<file path="src/rtl/car_motion_if.sv">
// Handshake bundle between the goal selector / lamp panel and the car_motion block.
interface car_motion_if;
   logic [1:0] gf;
   logic       led1, led2, led3;
   logic [1:0] floor;
   logic       move_handler, up, down, door_open;
   logic       clr1, clr2, clr3;

   modport master (output gf, led1, led2, led3,
                   input  floor, move_handler, up, down, door_open, clr1, clr2, clr3);
   modport slave  (input  gf, led1, led2, led3,
                   output floor, move_handler, up, down, door_open, clr1, clr2, clr3);
endinterface

</file>
<file path="src/rtl/car_motion.sv">
// Elevator car motion controller: IDLE/MOVE/DOOR sequencing with a shared 16-bit down-counter.
// Optional door obstruction input is enabled by defining DOOR_OBSTRUCT_EN.
module car_motion #(
   parameter int         TRAVEL_CYCLES = 4,
   parameter int         DOOR_CYCLES   = 3,
   parameter logic [1:0] labelF1       = 2'b00,
   parameter logic [1:0] labelF2       = 2'b01,
   parameter logic [1:0] labelF3       = 2'b10
) (
   input logic          clk,
   input logic          rst_n,
`ifdef DOOR_OBSTRUCT_EN
   input logic          obstruct,
`endif
   car_motion_if.slave  bus
);
   localparam logic [15:0] TRAVEL_RLD = 16'(TRAVEL_CYCLES - 1);
   localparam logic [15:0] DOOR_RLD   = 16'(DOOR_CYCLES - 1);

   typedef enum logic [1:0] {IDLE, MOVE, DOOR} state_t;

   state_t      state, state_n;
   logic [15:0] timer, timer_n;
   logic [1:0]  floor_q, floor_n, target, target_n, step_f;
   logic        up_q, up_n, down_q, down_n, door_q, door_n, mh_q, mh_n;
   logic [2:0]  clr_q, clr_n;
   logic        lamp_q, cur_lamp, valid_gf;

   function automatic logic [2:0] onehot(input logic [1:0] f);
      return {f == labelF3, f == labelF2, f == labelF1};
   endfunction

   assign cur_lamp = |({bus.led3, bus.led2, bus.led1} & onehot(floor_q));
   assign valid_gf = (bus.gf == labelF1) || (bus.gf == labelF2) || (bus.gf == labelF3);
   // neighbour label in the travel direction; saturates at the end floors
   assign step_f   = up_q ? ((floor_q == labelF1) ? labelF2 : labelF3)
                          : ((floor_q == labelF3) ? labelF2 : labelF1);

   always_comb begin
      state_n  = state;
      timer_n  = timer;
      floor_n  = floor_q;
      target_n = target;
      up_n     = up_q;
      down_n   = down_q;
      door_n   = door_q;
      mh_n     = mh_q;
      clr_n    = '0;
      case (state)
         IDLE: begin
            if (cur_lamp) begin
               state_n = DOOR;
               timer_n = DOOR_RLD;
               door_n  = 1'b1;
               mh_n    = 1'b1;
               clr_n   = onehot(floor_q);
            end else if (valid_gf && bus.gf != floor_q) begin
               state_n  = MOVE;
               timer_n  = TRAVEL_RLD;
               target_n = bus.gf;
               up_n     = bus.gf > floor_q;
               down_n   = bus.gf < floor_q;
               mh_n     = 1'b1;
            end
         end
         MOVE: begin
            if (timer == 16'd0) begin
               floor_n = step_f;
               if (step_f == target) begin
                  state_n = DOOR;
                  timer_n = DOOR_RLD;
                  door_n  = 1'b1;
                  up_n    = 1'b0;
                  down_n  = 1'b0;
                  clr_n   = onehot(step_f);
               end else begin
                  timer_n = TRAVEL_RLD;
               end
            end else begin
               timer_n = timer - 16'd1;
            end
         end
         DOOR: begin
`ifdef DOOR_OBSTRUCT_EN
            if (obstruct) timer_n = DOOR_RLD;
            else
`endif
            if (timer == 16'd0) begin
               state_n = IDLE;
               door_n  = 1'b0;
               mh_n    = 1'b0;
            end else begin
               timer_n = timer - 16'd1;
            end
            // a lamp re-raised while the door is open gets one extra clear, no extension
            if (cur_lamp && !lamp_q && state_n == DOOR) clr_n = onehot(floor_q);
         end
         default: state_n = IDLE;
      endcase
   end

   always_ff @(posedge clk or negedge rst_n) begin
      if (!rst_n) begin
         state   <= IDLE;
         timer   <= '0;
         floor_q <= labelF1;
         target  <= labelF1;
         up_q    <= 1'b0;
         down_q  <= 1'b0;
         door_q  <= 1'b0;
         mh_q    <= 1'b0;
         clr_q   <= '0;
         lamp_q  <= 1'b0;
      end else begin
         state   <= state_n;
         timer   <= timer_n;
         floor_q <= floor_n;
         target  <= target_n;
         up_q    <= up_n;
         down_q  <= down_n;
         door_q  <= door_n;
         mh_q    <= mh_n;
         clr_q   <= clr_n;
         lamp_q  <= cur_lamp;
      end
   end

   assign bus.floor        = floor_q;
   assign bus.up           = up_q;
   assign bus.down         = down_q;
   assign bus.door_open    = door_q;
   assign bus.move_handler = mh_q;
   assign bus.clr1         = clr_q[0];
   assign bus.clr2         = clr_q[1];
   assign bus.clr3         = clr_q[2];
endmodule

</file>
<file path="src/flat_wrapper.sv">
// flat-port wrapper written by rule: the top's interface ports become plain ports
module car_motion_flat 
#(
   parameter int         TRAVEL_CYCLES = 4,
   parameter int         DOOR_CYCLES   = 3,
   parameter logic [1:0] labelF1       = 2'b00,
   parameter logic [1:0] labelF2       = 2'b01,
   parameter logic [1:0] labelF3       = 2'b10
)
  (clk, rst_n, bus_gf, bus_led1, bus_led2, bus_led3, bus_floor, bus_move_handler, bus_up, bus_down, bus_door_open, bus_clr1, bus_clr2, bus_clr3);
  car_motion_if bus_i ();
  input logic clk;
  input logic rst_n;
  input wire logic [$bits(bus_i.gf)-1:0] bus_gf;
  input wire logic [$bits(bus_i.led1)-1:0] bus_led1;
  input wire logic [$bits(bus_i.led2)-1:0] bus_led2;
  input wire logic [$bits(bus_i.led3)-1:0] bus_led3;
  output wire logic [$bits(bus_i.floor)-1:0] bus_floor;
  output wire logic [$bits(bus_i.move_handler)-1:0] bus_move_handler;
  output wire logic [$bits(bus_i.up)-1:0] bus_up;
  output wire logic [$bits(bus_i.down)-1:0] bus_down;
  output wire logic [$bits(bus_i.door_open)-1:0] bus_door_open;
  output wire logic [$bits(bus_i.clr1)-1:0] bus_clr1;
  output wire logic [$bits(bus_i.clr2)-1:0] bus_clr2;
  output wire logic [$bits(bus_i.clr3)-1:0] bus_clr3;
  assign bus_i.gf = bus_gf;
  assign bus_i.led1 = bus_led1;
  assign bus_i.led2 = bus_led2;
  assign bus_i.led3 = bus_led3;
  assign bus_floor = bus_i.floor;
  assign bus_move_handler = bus_i.move_handler;
  assign bus_up = bus_i.up;
  assign bus_down = bus_i.down;
  assign bus_door_open = bus_i.door_open;
  assign bus_clr1 = bus_i.clr1;
  assign bus_clr2 = bus_i.clr2;
  assign bus_clr3 = bus_i.clr3;
  car_motion #(.TRAVEL_CYCLES(TRAVEL_CYCLES), .DOOR_CYCLES(DOOR_CYCLES), .labelF1(labelF1), .labelF2(labelF2), .labelF3(labelF3)) u_core (.clk(clk), .rst_n(rst_n), .bus(bus_i));
endmodule
</file>
<file path="config.mk">
export PLATFORM = sky130hd
export DESIGN_NAME = car_motion_flat
export DESIGN_NICKNAME = d
export VERILOG_FILES = /design/src/rtl/car_motion_if.sv /design/src/rtl/car_motion.sv /design/src/flat_wrapper.sv
export SDC_FILE = /design/constraint.sdc
export NUM_CORES = 1
export LEC_CHECK = 0
export CORE_UTILIZATION = 45
export CTS_BUF_LIST = sky130_fd_sc_hd__clkbuf_4 sky130_fd_sc_hd__clkbuf_8
export DETAILED_ROUTE_END_ITERATION = 8
export SETUP_SLACK_MARGIN = 0.1
export SYNTH_ARGS = -nofsm -noshare
export SYNTH_HDL_FRONTEND = slang
export SYNTH_SLANG_ARGS = --single-unit
</file>
<file path="constraint.sdc">
create_clock -name clk -period 2.8 [get_ports clk]
set_input_delay 0.56 -clock clk [delete_from_list [all_inputs] [get_ports clk]]
set_output_delay 0.56 -clock clk [all_outputs]
set_load 0.01 [all_outputs]
</file>
==> summary.txt <==
GRT
  – Number of global-route vias before repair: 1718
  – Largest net degree at the start of global routing: 31
  – Grt ovf: 0
  – Initial antenna violation count: 0
  – First-pass GRT wire length: 7928 µm
  – Total track usage: 24.11%

Timing
  – Fmax: roughly 0.39 GHz
  – Final setup fails: 0
  – Slew @ Worst Pin: 744.3 ps
  – Slew HR: about half
  – RSZ-0062 raised after global routing: true
  – Min cycle time layout: 2595 ps
  – Final worst-path cycle share: 92.68%
  – Final Hold Fails: 0
  – Slew Limit Fails: 0
  – Setup Skew: about 4 ps

Synthesis
  – Ys async rst share: between 90% and 100%
  – Synth top area share: about 40%
  – Post-synth EDFFs: 0
  – Predominant post-synthesis flop cell: dfrtp_1
  – #FFs+latches synth: 30
  – Cell taking the most area after synthesis: dfrtp_1
  – Top post-synthesis cells by area: dfrtp_1 41%, ha_1 5.4%, a21oi_1 4.1%
  – Seq/Total Area, Yosys: 40.71%
  – Syn_area_per_cell: 9.175 µm²
  – Distinct cells, synth: 47
  – Synth Warn #: 0
  – Syn_nets: 216
  – Cell count after synthesis: roughly 200
  – Mapped Area: 0.001844 mm²

Die
  – Core box area: 0.003799 mm²
  – Die X: 66.02 µm
  – Core Rows: 22
  – Die Ht: around 66 µm
  – Initial Util: slightly below 50%
  – Die area: 0.004359 mm²
  – Boundary Pins: 16

CTS
  – # clock sinks: 30
  – Htree depth: 2
  – # Post-CTS Setup Buffers: 0
  – Number of buffers created by CTS: 5
  – Root Buffer: clkbuf_8
  – Clk pin slew, worst setup/hold paths: roughly 70 ps
  – Clock latency on the worst-skew pair: roughly 280 ps
  – Clk buf depth: 2
  – CTS tree: built

Detailed routing
  – Met1 WL: 2270 µm
  – 1st-iter DRT viols: 84
  – Met2 wire length: about 2100 µm
  – Drt total wl: 4693 µm
  – Vias: 1741
  – Met3 routed WL: approximately 220 µm
  – # DRC: 0
  – DRT Pass-1 Iters: 4
  – Wirelength per Cell: 16.58 µm
  – Antenna-violating nets left: 0
  – Top sig layer: met4
  – Vias per inst: between 6 and 7

Finish
  – Layout Cells excl Fill: approximately 280
  – Ant diodes: 0
  – Share of cells above drive strength 1: 17.45%
  – Area Growth Syn to Fin: 24.02%
  – Nets@finish: 249

Worst hold path
  – Hold path depth: 2
  – Hold WC Path Type: flop to flop

Status
  – Outcome: finished, final reports clean

Placement
  – Post-DP HPWL: 3451 µm
  – Total placed cells including tap cells: 275
  – GPL Wtd Cong: 0.8555
  – Port buffer count: 15

Power and ir drop
  – Power per Cell Area: about 1400 mW/mm²
  – Static leakage: 0.0009935 µW
  – Power, Total: 3110 µW
  – Worst vdd ir: 0.9818 mV

Setup path
  – Critical Path End Type: flop
  – CP endpoint: u_core.timer[12]
  – Reg2Reg Launch Point: u_core.state[0]
  – Critical path startpoint: u_core.state[0]
  – Worst EP arrival: 2770 ps
  – Setup crit start kind: flop
  – Reg-to-reg endpoint: u_core.timer[12]
  – Reg2reg path depth: 8
  – Data required time of the worst path: just under 3000 ps
  – Critical-path maximum fanout: 4
  – R2r setup slk: 200 ps
  – Setup CP Type: flop to flop

Job
  – Max-Cap Viols: 0
## where the power goes
part / switching (µW) / internal, µW
Combinational: 1020 / 895
Clock: 170 / 197
Sequential: 215 / 617
Total: 1400 / 1710
## synth_stat cells, types with 4 or more instances
master	count
xnor2_1	5
nand2_1	13
o32ai_1	5
nand3_1	4
or3_1	8
inv_1	12
clkbuf_1	6
o21ai_0	13
o31ai_1	4
nor4_1	8
a21oi_1	15
ha_1	8
nor2_1	13
dfrtp_1	30
or4_1	7
## flip-flops by register name (all words and copies together), names as in the netlist
name / cells
u_core.bus.down: 1
u_core.bus.move_handler: 1
u_core.state: 2
u_core.bus.door_open: 1
u_core.bus.floor: 2
u_core.bus.up: 1
u_core.target: 2
u_core.lamp_q: 1
u_core.timer: 16
u_core.clr_q: 3
## through the flow
step / area (µm²) / setup TNS [ps] / setup WS, ps / hold WS, ps / utilization, %
2_1_floorplan: 1844 / 0 / 135.9 / 264.4 / -
3_3_place_gp: 2177 / -47.74 / -47.74 / 519.2 / 57.31
3_5_place_dp: 2177 / -56.99 / -56.99 / 542.9 / 57.31
4_1_cts: 2272 / 0 / 108.7 / 557.3 / 59.82
5_1_grt: 2287 / 0 / 101.6 / 591.6 / 60.21
6_report: 2287 / 0 / 204.9 / 552.6 / 60.21
## cell type report
cell class	count	area, µm²
fillers	346	1511
multi-input cells	150	1023
flip-flops and latches	30	750.7
repair buffers	35	312.8
clock buffers	6	82.58
well taps	48	60.06
inverters	12	45.04
clock inverters	2	12.51
## per-layer routing
layer	track usage [%]	up-vias
li1	-	827
met5	0	-
met4	6.915	0
met1	32.18	860
met3	5.172	7
met2	39.03	47
## logic make-up (layout without fill, tap and decap cells)
logic type               Yosys count  after routing  synth area share [%]
AND/OR/NAND/NOR                   75             75                 23.34
AO/OA/AOI/OAI                     59             59                 21.85
flip-flops                        30             30                 40.71
buffers and inverters             21             55                 4.613
adder cells (fa/ha/maj)            8              8                 5.428
XOR/XNOR                           5              5                 2.374
multiplexers                       3              3                 1.696
## placed cells by master (no fill, tap or decap), drive strengths merged, types with 2 or more instances in the layout
cell type	instances
mux2i	2
o21ai	13
clkbuf	6
o31ai	4
o2111ai	2
a2111oi	2
nand4	2
or3	8
dfrtp	30
o211ai	3
ha	8
and2	2
nor4	8
buf	20
or2	2
a22o	2
o41ai	2
o2111a	2
nor2	13
o32ai	5
inv	12
nand3	4
clkdlybuf4s50	15
or4	8
a21oi	16
nor3	3
nand2b	3
or4b	3
xnor2	5
nand2	13
## worst max-delay path, cell delays in order (launching register included)
cell	delay [ps]
dfrtp_1	410
inv_1	130
ha_1	220
or4b_2	630
nor4_1	650
nor4_2	110
buf_4	170
xnor2_1	130
nor2_1	50
## how the worst min path moves through the flow
stage,start,to,slack (ps)
2_1_floorplan,rst_n,u_core.bus.door_open,260
3_3_place_gp,u_core.bus.down,u_core.bus.down,520
3_5_place_dp,u_core.bus.move_handler,u_core.bus.move_handler,540
4_1_cts,u_core.bus.door_open,u_core.bus.door_open,560
5_1_grt,u_core.bus.down,u_core.bus.down,590
6_report,u_core.bus.door_open,u_core.bus.door_open,550
## timing repair
item                                   in CTS  in global routing
hold buffers                                0                  0
setup endpoints to repair                   0                  4
resized for setup                           0                  3
endpoints found under the hold margin       0                  0
No activity file was read; power rests on OpenSTA's default activity.
